[src/rtl/pb_io_bank_if.sv]
// pb_io_bank_if: pacoblaze3 port bus between processor (master) and I/O bank (slave).
interface pb_io_bank_if;
   logic [7:0] port_id;
   logic [7:0] out_port;
   logic       write_strobe;
   logic       read_strobe;
   logic [7:0] in_port;
   logic       interrupt;
   logic       interrupt_ack;
   modport master (
      output port_id, out_port, write_strobe, read_strobe, interrupt_ack,
      input  in_port, interrupt
   );
   modport slave (
      input  port_id, out_port, write_strobe, read_strobe, interrupt_ack,
      output in_port, interrupt
   );
endinterface

[src/rtl/pb_io_bank.sv]
// pb_io_bank: decoded I/O ports, tick timer, ext_irq and maskable pending/ack interrupts for pacoblaze3.
// Define PB_IO_OUT_READBACK_EN to make output ports 0x80+n readable.
module pb_io_bank #(
   parameter int CLK_FREQ_HZ = 25000000,
   parameter int TICK_HZ     = 1,
   parameter int NUM_OUT     = 4,
   parameter int NUM_IN      = 2
) (
   input  logic                  clk,
   input  logic                  reset,
   pb_io_bank_if.slave           bus,
   input  logic [NUM_IN*8-1:0]   in_data,
   output logic [NUM_OUT*8-1:0]  out_data,
   input  logic                  ext_irq
);
   localparam int PERIOD = CLK_FREQ_HZ / TICK_HZ;
   localparam int CW = $clog2(PERIOD);
   localparam logic [CW-1:0] LAST = CW'(PERIOD - 1);
   logic [CW-1:0] cnt;
   logic [2:0]    st;
   logic [1:0]    mask;
   logic          ctrl;
   logic [2:0]    sync;
   logic [7:0]    rd;
   logic [2:0]    clr;
   logic          tick, rise, wr_st, wr_mask, wr_ctrl;
   logic          unused_rd;
   assign unused_rd = bus.read_strobe;
   assign tick    = ctrl && cnt == LAST;
   assign rise    = sync[1] & ~sync[2];
   assign wr_st   = bus.write_strobe && bus.port_id == 8'hE0;
   assign wr_mask = bus.write_strobe && bus.port_id == 8'hE1;
   assign wr_ctrl = bus.write_strobe && bus.port_id == 8'hE2;
   assign clr     = wr_st ? bus.out_port[2:0] : 3'b000;
   always_comb begin
      rd = bus.port_id == 8'hE0 ? {5'b0, st} :
           bus.port_id == 8'hE1 ? {6'b0, mask} :
           bus.port_id == 8'hE2 ? {7'b0, ctrl} : 8'h00;
      for (int i = 0; i < NUM_IN; i++)
         if (bus.port_id == 8'(i)) rd = in_data[i*8 +: 8];
`ifdef PB_IO_OUT_READBACK_EN
      for (int i = 0; i < NUM_OUT; i++)
         if (bus.port_id == 8'(128 + i)) rd = out_data[i*8 +: 8];
`else
`endif
   end
   // set events take priority over write-1-to-clear on the same bit
   always_ff @(posedge clk or posedge reset) begin
      if (reset) begin
         cnt           <= '0;
         st            <= '0;
         mask          <= '0;
         ctrl          <= 1'b1;
         sync          <= '0;
         out_data      <= '0;
         bus.in_port   <= '0;
         bus.interrupt <= 1'b0;
      end else begin
         cnt  <= (!ctrl || tick) ? '0 : cnt + 1'b1;
         sync <= {sync[1:0], ext_irq};
         st   <= {(tick & st[0]) | (st[2] & ~clr[2]),
                  rise | (st[1] & ~clr[1]),
                  tick | (st[0] & ~clr[0])};
         if (wr_mask) mask <= bus.out_port[1:0];
         if (wr_ctrl) ctrl <= bus.out_port[0];
         for (int i = 0; i < NUM_OUT; i++)
            if (bus.write_strobe && bus.port_id == 8'(128 + i)) out_data[i*8 +: 8] <= bus.out_port;
         bus.in_port   <= rd;
         bus.interrupt <= bus.interrupt_ack ? 1'b0 : |(st[1:0] & mask);
      end
   end
endmodule

[src/flat_wrapper.sv]
// flat-port wrapper written by rule: the top's interface ports become plain ports
module pb_io_bank_flat 
#(
   parameter int CLK_FREQ_HZ = 25000000,
   parameter int TICK_HZ     = 1,
   parameter int NUM_OUT     = 4,
   parameter int NUM_IN      = 2
)
  (clk, reset, in_data, out_data, ext_irq, bus_port_id, bus_out_port, bus_write_strobe, bus_read_strobe, bus_interrupt_ack, bus_in_port, bus_interrupt);
  pb_io_bank_if bus_i ();
  input  logic clk;
  input  logic reset;
  input  logic [NUM_IN*8-1:0] in_data;
  output logic [NUM_OUT*8-1:0] out_data;
  input  logic ext_irq;
  input wire logic [$bits(bus_i.port_id)-1:0] bus_port_id;
  input wire logic [$bits(bus_i.out_port)-1:0] bus_out_port;
  input wire logic [$bits(bus_i.write_strobe)-1:0] bus_write_strobe;
  input wire logic [$bits(bus_i.read_strobe)-1:0] bus_read_strobe;
  input wire logic [$bits(bus_i.interrupt_ack)-1:0] bus_interrupt_ack;
  output wire logic [$bits(bus_i.in_port)-1:0] bus_in_port;
  output wire logic [$bits(bus_i.interrupt)-1:0] bus_interrupt;
  assign bus_i.port_id = bus_port_id;
  assign bus_i.out_port = bus_out_port;
  assign bus_i.write_strobe = bus_write_strobe;
  assign bus_i.read_strobe = bus_read_strobe;
  assign bus_i.interrupt_ack = bus_interrupt_ack;
  assign bus_in_port = bus_i.in_port;
  assign bus_interrupt = bus_i.interrupt;
  pb_io_bank #(.CLK_FREQ_HZ(CLK_FREQ_HZ), .TICK_HZ(TICK_HZ), .NUM_OUT(NUM_OUT), .NUM_IN(NUM_IN)) u_core (.clk(clk), .reset(reset), .bus(bus_i), .in_data(in_data), .out_data(out_data), .ext_irq(ext_irq));
endmodule
[config.mk]
export PLATFORM = sky130hd
export DESIGN_NAME = pb_io_bank_flat
export DESIGN_NICKNAME = d
export VERILOG_FILES = /design/src/rtl/pb_io_bank_if.sv /design/src/rtl/pb_io_bank.sv /design/src/flat_wrapper.sv
export SDC_FILE = /design/constraint.sdc
export NUM_CORES = 1
export LEC_CHECK = 0
export ABC_AREA = 1
export CAP_MARGIN = 0
export CORE_UTILIZATION = 47
export CTS_BUF_LIST = sky130_fd_sc_hd__clkbuf_4
export CTS_CLUSTER_DIAMETER = 60
export DETAILED_ROUTE_END_ITERATION = 16
export PLACE_DENSITY = 0.89
export SLEW_MARGIN = 10
export SYNTH_ARGS = -nofsm -noshare
export SYNTH_HDL_FRONTEND = slang
export SYNTH_SLANG_ARGS = --single-unit
[constraint.sdc]
create_clock -name clk -period 2.3 [get_ports clk]
set_clock_uncertainty 0.2 [all_clocks]
set_input_delay 0.345 -clock clk [delete_from_list [all_inputs] [get_ports clk]]
set_output_delay 0.345 -clock clk [all_outputs]
set_load 0.005 [all_outputs]
==> results of run 1 <==
through the flow:
| stage | area (um^2) | power, uW | std cells | hold slack, ns |
|---|---|---|---|---|
| after global routing | 4550 | 2970 | 614 | 0.0704 |
| after global placement | 4380 | 1880 | 598 | 0.136 |
| after CTS | 4550 | 2850 | 614 | 0.0565 |
| after detailed placement | 4380 | 1900 | 598 | 0.147 |
| final | 4550 | 2830 | 614 | 0.0599 |
| after floorplan | 3480 | 1710 | 421 | 0.131 |
synth_stat cells:
library cell,n,area share [%]
sky130_fd_sc_hd__nand2_1,137,15
sky130_fd_sc_hd__dfrtp_1,74,53
sky130_fd_sc_hd__nor2_1,71,7.7
sky130_fd_sc_hd__inv_1,36,3.9
sky130_fd_sc_hd__nand3_1,21,3.0
sky130_fd_sc_hd__o21ai_1,19,2.7
sky130_fd_sc_hd__o21ai_0,13,1.9
sky130_fd_sc_hd__xor2_1,10,2.5
sky130_fd_sc_hd__o21ai_2,7,1.8
sky130_fd_sc_hd__buf_6,5,1.6
sky130_fd_sc_hd__xnor2_1,4,1.0
sky130_fd_sc_hd__nand2_2,3,0.54
sky130_fd_sc_hd__nand4_1,3,0.54
sky130_fd_sc_hd__nand4_2,3,1.1
sky130_fd_sc_hd__nor3_1,3,0.43
sky130_fd_sc_hd__a21oi_1,2,0.29
sky130_fd_sc_hd__o21a_1,2,0.43
sky130_fd_sc_hd__and2_1,1,0.18
sky130_fd_sc_hd__buf_2,1,0.14
sky130_fd_sc_hd__dfstp_2,1,0.75
sky130_fd_sc_hd__ha_1,1,0.36
sky130_fd_sc_hd__nor2_4,1,0.32
sky130_fd_sc_hd__nor3_4,1,0.47
sky130_fd_sc_hd__nor3b_1,1,0.22
sky130_fd_sc_hd__o21bai_1,1,0.22
how the worst max path moves through the flow:
stage                   start             end  slack [ns]  cells after the start
2_1_floorplan   u_core.cnt[0]  u_core.cnt[16]        0.67                      7
3_3_place_gp   bus_port_id[6]    u_core.st[1]        0.25                      6
3_5_place_dp   bus_port_id[6]  u_core.mask[1]        0.17                      5
4_1_cts         u_core.cnt[0]  u_core.cnt[19]        0.30                      6
5_1_grt         u_core.cnt[0]  u_core.cnt[19]        0.11                      6
6_report        u_core.cnt[0]  u_core.cnt[19]        0.29                      6
state kept, by name, indices dropped and copies added, names as in the netlist:
name and flops:
u_core.bus.in_port 8, u_core.out_data 32, u_core.mask 2, u_core.bus.interrupt 1, u_core.sync 3, u_core.st 3, u_core.cnt 25, u_core.ctrl 1
worst max-delay path: cells and delay by family, from the launching register on:
kind	cells	cell delay (ns)
DFF	1	0.47
and+or+nand+nor	5	0.91
adders and majority gates	1	0.30
per-layer routing:
| layer | wire length [um] | GRT usage [%] | vias to the layer above | part of all wire [%] |
|---|---|---|---|---|
| met5 | 0 | 0 | - | 0 |
| met4 | 138 | 7.77 | 0 | 1.7 |
| met3 | 561 | 5.18 | 18 | 6.8 |
| met2 | 4040 | 40.5 | 116 | 49 |
| met1 | 3520 | 27.6 | 1479 | 43 |
| li1 | - | - | 1504 | - |
cell type report:
| class | instances | area, um^2 | share of cell area, % |
|---|---|---|---|
| clock buffers | 9 | 67.6 | 1.49 |
| clock inverters | 7 | 98.8 | 2.17 |
| inverters | 36 | 139 | 3.05 |
| multi-input cells | 304 | 1410 | 30.9 |
| flip-flops and latches | 75 | 1880 | 41.3 |
| well taps | 99 | 124 | 2.72 |
| repair buffers | 84 | 836 | 18.4 |
cell families (layout without fill, tap and decap cells):
kind of cell	count (synthesis)	after routing	synth area share, %
flip-flops	75	75	54.0
AO/OA/AOI/OAI	44	44	7.30
adder cells (fa/ha/maj)	1	1	0.359
XOR/XNOR	14	14	3.52
buffers and inverters	42	136	5.64
AND/OR/NAND/NOR	245	245	29.2
layout by cell type (no fill, tap or decap), types with 4 or more instances in the layout:
cell type                           n
sky130_fd_sc_hd__dfrtp_1           74
sky130_fd_sc_hd__buf_4              6
sky130_fd_sc_hd__inv_1             35
sky130_fd_sc_hd__nand2_1          137
sky130_fd_sc_hd__clkdlybuf4s50_1   77
sky130_fd_sc_hd__clkbuf_4           9
sky130_fd_sc_hd__xnor2_1            4
sky130_fd_sc_hd__o21ai_0           13
sky130_fd_sc_hd__nand3_1           21
sky130_fd_sc_hd__nor2_1            71
sky130_fd_sc_hd__o21ai_1           19
sky130_fd_sc_hd__xor2_1            10
sky130_fd_sc_hd__o21ai_2            7
power by group through the flow:
stage	Combinational [uW]	Clock [uW]	Sequential, uW
floorplan	205	0	1510
global placement	367	0	1510
detailed placement	383	0	1520
CTS	386	966	1490
global route	431	1030	1510
finish	379	956	1490
==> flow_summary.json, run 1 <==
{
  "cts_inserted_buffers": 9,
  "layout-area-overhead-vs-synth_pct": 30.7,
  "cts_setup_buffers": 0,
  "design.core.area_um2": 7210,
  "hold_path_class": "in2async",
  "grtUsageTotal_pct": 22.9,
  "ir_drop_v": 0.000483,
  "layout.core_utilization_pct": 63.1,
  "yosys_warnings": 0,
  "mappedNetlistNets": 460,
  "crit_path_max_incr_delay_ns": 0.47,
  "cts_hold_repair.buffers": 0,
  "seqPwrFrac_pct": 52.8,
  "place.detailed.hpwl_um": 6310,
  "post-route-worst-setup-slack_ns": 0.293,
  "critical_path.reg2reg.startpoint": "u_core.cnt[0]",
  "critPathCaptureType": "flop",
  "timing.final.setup_violations": 0,
  "final_period_demand_of_the_worst_path_ns": 2.01,
  "largest_net_degree_at_the_start_of_global_routing": 41,
  "route.antenna.remaining_nets": 0,
  "criticalPathCategory": "reg2reg",
  "synth_seq_cells": 75,
  "relSlewSlack_pct": 68.7,
  "design.portCount": 79,
  "p_leak_uw": 0.00204,
  "r2r.worst_path.cells": 6,
  "clock_tree.root_cell": "sky130_fd_sc_hd__clkbuf_4",
  "cellInternalPower_uw": 2050,
  "clockPowerShare_pct": 33.8,
  "avgRoutedWirePerCell_um": 13.5,
  "buffer_ports.inserted": 77,
  "first_pass_grt_wire_length_um": 13600,
  "setup_tns_ns": 0,
  "timing.final.crit_share_pct": 87.3,
  "clkSinkCount": 75,
  "pwr-share-comb_pct": 13.4,
  "via_count": 3117,
  "grt_overflow_total": 0,
  "final_estimated_routing_congestion_in_global_placement": 0.917,
  "post_synth.cell_area_avg_um2": 8.27,
  "finalWirelength_um": 8270,
  "r2r-end": "u_core.cnt[19]",
  "design.final.nets": 549,
  "outcome": "finished, final reports clean",
  "clk_transition_reported_paths_ns": 0.14,
  "cp_slowest_cell": "sky130_fd_sc_hd__dfrtp_1",
  "ctsLongestPathBuffers": 2,
  "cell_mode_on_critical_path": "sky130_fd_sc_hd__nor2_1",
  "worst_slew_pin_slew_ns": 0.468,
  "cp-start-kind": "flop",
  "post_route_cells_drive_above_1_share_pct": 7.57,
  "post_cts.resized_instances": 0,
  "yosysUniqueCellTypes": 25,
  "die_area_um2": 7750,
  "clock_tree.htree_level_count": 3,
  "grt_pass1_vias": 3023,
  "timing.reg2reg.setup_slack_ns": 0.29,
  "synthesis.area_um2": 3480,
  "crit_path_max_fanout": 25,
  "die_boundary_width_um": 88.1,
  "grt_setup_unrepaired": "false",
  "final.fill_count": 594,
  "timing.max_cap.violations": 0,
  "crit_chain": "ha_1, nand2_1, nor2_1, nand3_1, nand2_2, nor2_1",
  "hold_violations": 0,
  "placement.setup.worst_slack_ns": 0.171,
  "worst-endpoint-arrival_ns": 2.10,
  "drtPass1Iterations": 4,
  "dieHeight_um": 88.1,
  "effective_utilization_at_floorplan_pct": 48.2,
  "route.detailed.vias_per_inst": 5.08,
  "switching_share_pct": 27.4,
  "drt_iter0_markers": 113,
  "maxClockFrequency_mhz": 498,
  "route.detailed.drc": 0,
  "insertion_delay_ns": 0.43,
  "p_switching_uw": 775,
  "crit_required_ns": 2.39,
  "powerDensity_nw_per_um2": 622,
  "number_of_antenna_violations_at_the_first_check_in_global_routing": 0,
  "synth_seq_area_share_pct": 54.0,
  "insertedDiodeCount": 0,
  "cts_tree": "yes",
  "core.rowCount": 31,
  "final_max_slew_viol_count": 0,
  "postSynthCellCount": 421
}
Power figures use the tool's default switching activity.
==> run 2, diff against run 1 <==
--- a/config.mk
+++ b/config.mk
@@ -10,5 +10,5 @@
 export CORE_UTILIZATION = 47
 export CTS_BUF_LIST = sky130_fd_sc_hd__clkbuf_4
-export CTS_CLUSTER_DIAMETER = 60
+export CTS_CLUSTER_DIAMETER = 40
 export DETAILED_ROUTE_END_ITERATION = 16
 export PLACE_DENSITY = 0.89
==> constraint.sdc (replaced) <==
create_clock -name clk -period 2.3 [get_ports clk]
set_clock_uncertainty 0.2 [all_clocks]
set_input_delay 0.46 -clock clk [delete_from_list [all_inputs] [get_ports clk]]
set_output_delay 0.46 -clock clk [all_outputs]
set_load 0.005 [all_outputs]
==> flow_summary.json, run 2 (synthesis gave the netlist of run 1 again) <==
{
  "worst_slew_pin_slew_ns": 0.483,
  "maxClockFrequency_mhz": 492,
  "timing.max_cap.violations": 0,
  "design.final.nets": 551,
  "relSlewSlack_pct": 67.7,
  "critical_path.top_delay_family": "buffers and inverters",
  "post_route_cells_drive_above_1_share_pct": 8.12,
  "timing.critical_path.buf_inv": 1,
  "reg_top3": "u_core.out_data: 32 flops, u_core.cnt: 25 flops, u_core.bus.in_port: 8 flops",
  "route.antenna.remaining_nets": 0,
  "route.detailed.vias_per_inst": 5.03,
  "dieHeight_um": 88.1,
  "number_of_antenna_violations_at_the_first_check_in_global_routing": 0,
  "layout_commonest_cell": "sky130_fd_sc_hd__nand2_1",
  "hold_violations": 0,
  "final_period_demand_of_the_worst_path_ns": 2.03,
  "avgRoutedWirePerCell_um": 14.0,
  "hold_path_class": "reg2reg",
  "cts_hold_repair.buffers": 0,
  "grtUsageTotal_pct": 23.7,
  "ctsLongestPathBuffers": 2,
  "drt_iter0_markers": 129,
  "design.portCount": 79,
  "largest_register_ffs": 32,
  "cts_inserted_buffers": 9,
  "via_count": 3097,
  "powerDensity_nw_per_um2": 596,
  "final_estimated_routing_congestion_in_global_placement": 0.897,
  "first_pass_grt_wire_length_um": 13800,
  "post-route-worst-setup-slack_ns": 0.269,
  "crit_chain": "clkdlybuf4s50_1",
  "final.hold.worst_slack_ns": 0.150,
  "layout.core_utilization_pct": 63.2,
  "clock_tree.htree_level_count": 3,
  "largest_net_degree_at_the_start_of_global_routing": 32,
  "leading_cell_types_in_the_layout_fill_and_taps_excluded": "sky130_fd_sc_hd__nand2_1 (137), sky130_fd_sc_hd__clkdlybuf4s50_1 (77), sky130_fd_sc_hd__dfrtp_1 (74)",
  "layout.cells.non_filler": 616,
  "ir_drop_v": 0.000450,
  "clkSinkCount": 75,
  "top_register": "u_core.out_data",
  "grt_setup_unrepaired": "false",
  "clk_transition_reported_paths_ns": 0.14,
  "crit_path_max_incr_delay_ns": 0.53,
  "p_leak_uw": 0.00204,
  "critPathCaptureType": "primary output",
  "timing.final.setup_violations": 0,
  "buffer_ports.inserted": 77,
  "layout-area-overhead-vs-synth_pct": 31.0,
  "route.detailed.drc": 0,
  "grt_pass1_vias": 3017,
  "crit_required_ns": 1.64,
  "cts_setup_buffers": 0,
  "finalWirelength_um": 8600,
  "die_boundary_width_um": 88.1,
  "crit_path_max_fanout": 2,
  "grt_overflow_total": 0,
  "outcome": "finished, final reports clean",
  "worst-endpoint-arrival_ns": 1.37,
  "placed_cells_incl_taps": 600,
  "die_area_um2": 7750,
  "timing.final.crit_share_pct": 88.3,
  "cp_slowest_cell": "sky130_fd_sc_hd__clkdlybuf4s50_1",
  "drtPass1Iterations": 5,
  "insertion_delay_ns": 0.43,
  "clock_tree.root_cell": "sky130_fd_sc_hd__clkbuf_4",
  "insertedDiodeCount": 0,
  "post_cts.resized_instances": 0,
  "criticalPathCategory": "reg2out",
  "core.rowCount": 31,
  "cp-start-kind": "flop",
  "place.detailed.hpwl_um": 6410,
  "design.core.area_um2": 7210,
  "setup_tns_ns": 0,
  "effective_utilization_at_floorplan_pct": 48.2,
  "placement.setup.worst_slack_ns": 0.0612,
  "cts_tree": "yes",
  "final_max_slew_viol_count": 0
}
[run 2: changes by cell type in the layout (fill, tap and decap cells not counted), sizes merged]
cell    delta
buf        +2
clkbuf     +1
clkinv     +2
inv        -2
bufinv     -1
[run 2: where the power goes]
| part | total (uW) | leakage, uW | switching [uW] | internal, uW |
|---|---|---|---|---|
| clock network | 838 | 0.0000811 | 483 | 355 |
| logic | 386 | 0.000955 | 189 | 196 |
| registers | 1490 | 0.00101 | 81.9 | 1410 |
[run 2: area by class of cell]
class | instances | area (um^2)
Sequential cell | 75 | 1880
Tap cell | 99 | 124
Multi-Input combinational cell | 304 | 1410
Timing Repair Buffer | 86 | 863
Inverter | 36 | 139
Fill cell | 583 | 2660
Clock inverter | 6 | 73.8
Clock buffer | 10 | 75.1
[run 2: final timing paths]
check / end / depth (start not counted) / slack [ns] / from
min in group asynchronous: u_core.sync[1] / 2 / 0.18 / reset
worst max register to register: u_core.cnt[11] / 6 / 0.36 / u_core.cnt[0]
worst min-delay path: u_core.sync[1] / 0 / 0.15 / u_core.sync[0]
worst min register to register: u_core.sync[1] / 0 / 0.15 / u_core.sync[0]
worst max-delay path: out_data[18] / 1 / 0.27 / u_core.out_data[18]
max in group asynchronous: u_core.out_data[8] / 3 / 1.20 / reset
[run 2: through the flow]
step                      power [uW]  cell area, um^2
after floorplan                 1710             3480
after global placement          1890             4410
after detailed placement        1900             4410
after CTS                       2740             4560
after global routing            2850             4560
final                           2720             4560
[run 2: routing by layer]
| layer | global-route usage [%] | share of wire [%] | wire [um] | up-vias |
|---|---|---|---|---|
| li1 | - | - | - | 1508 |
| met1 | 28.1 | 42 | 3590 | 1451 |
| met2 | 41.6 | 49 | 4200 | 120 |
| met3 | 5.56 | 7.6 | 650 | 18 |
| met4 | 9.53 | 1.8 | 153 | 0 |
| met5 | 0 | 0 | 0 | - |
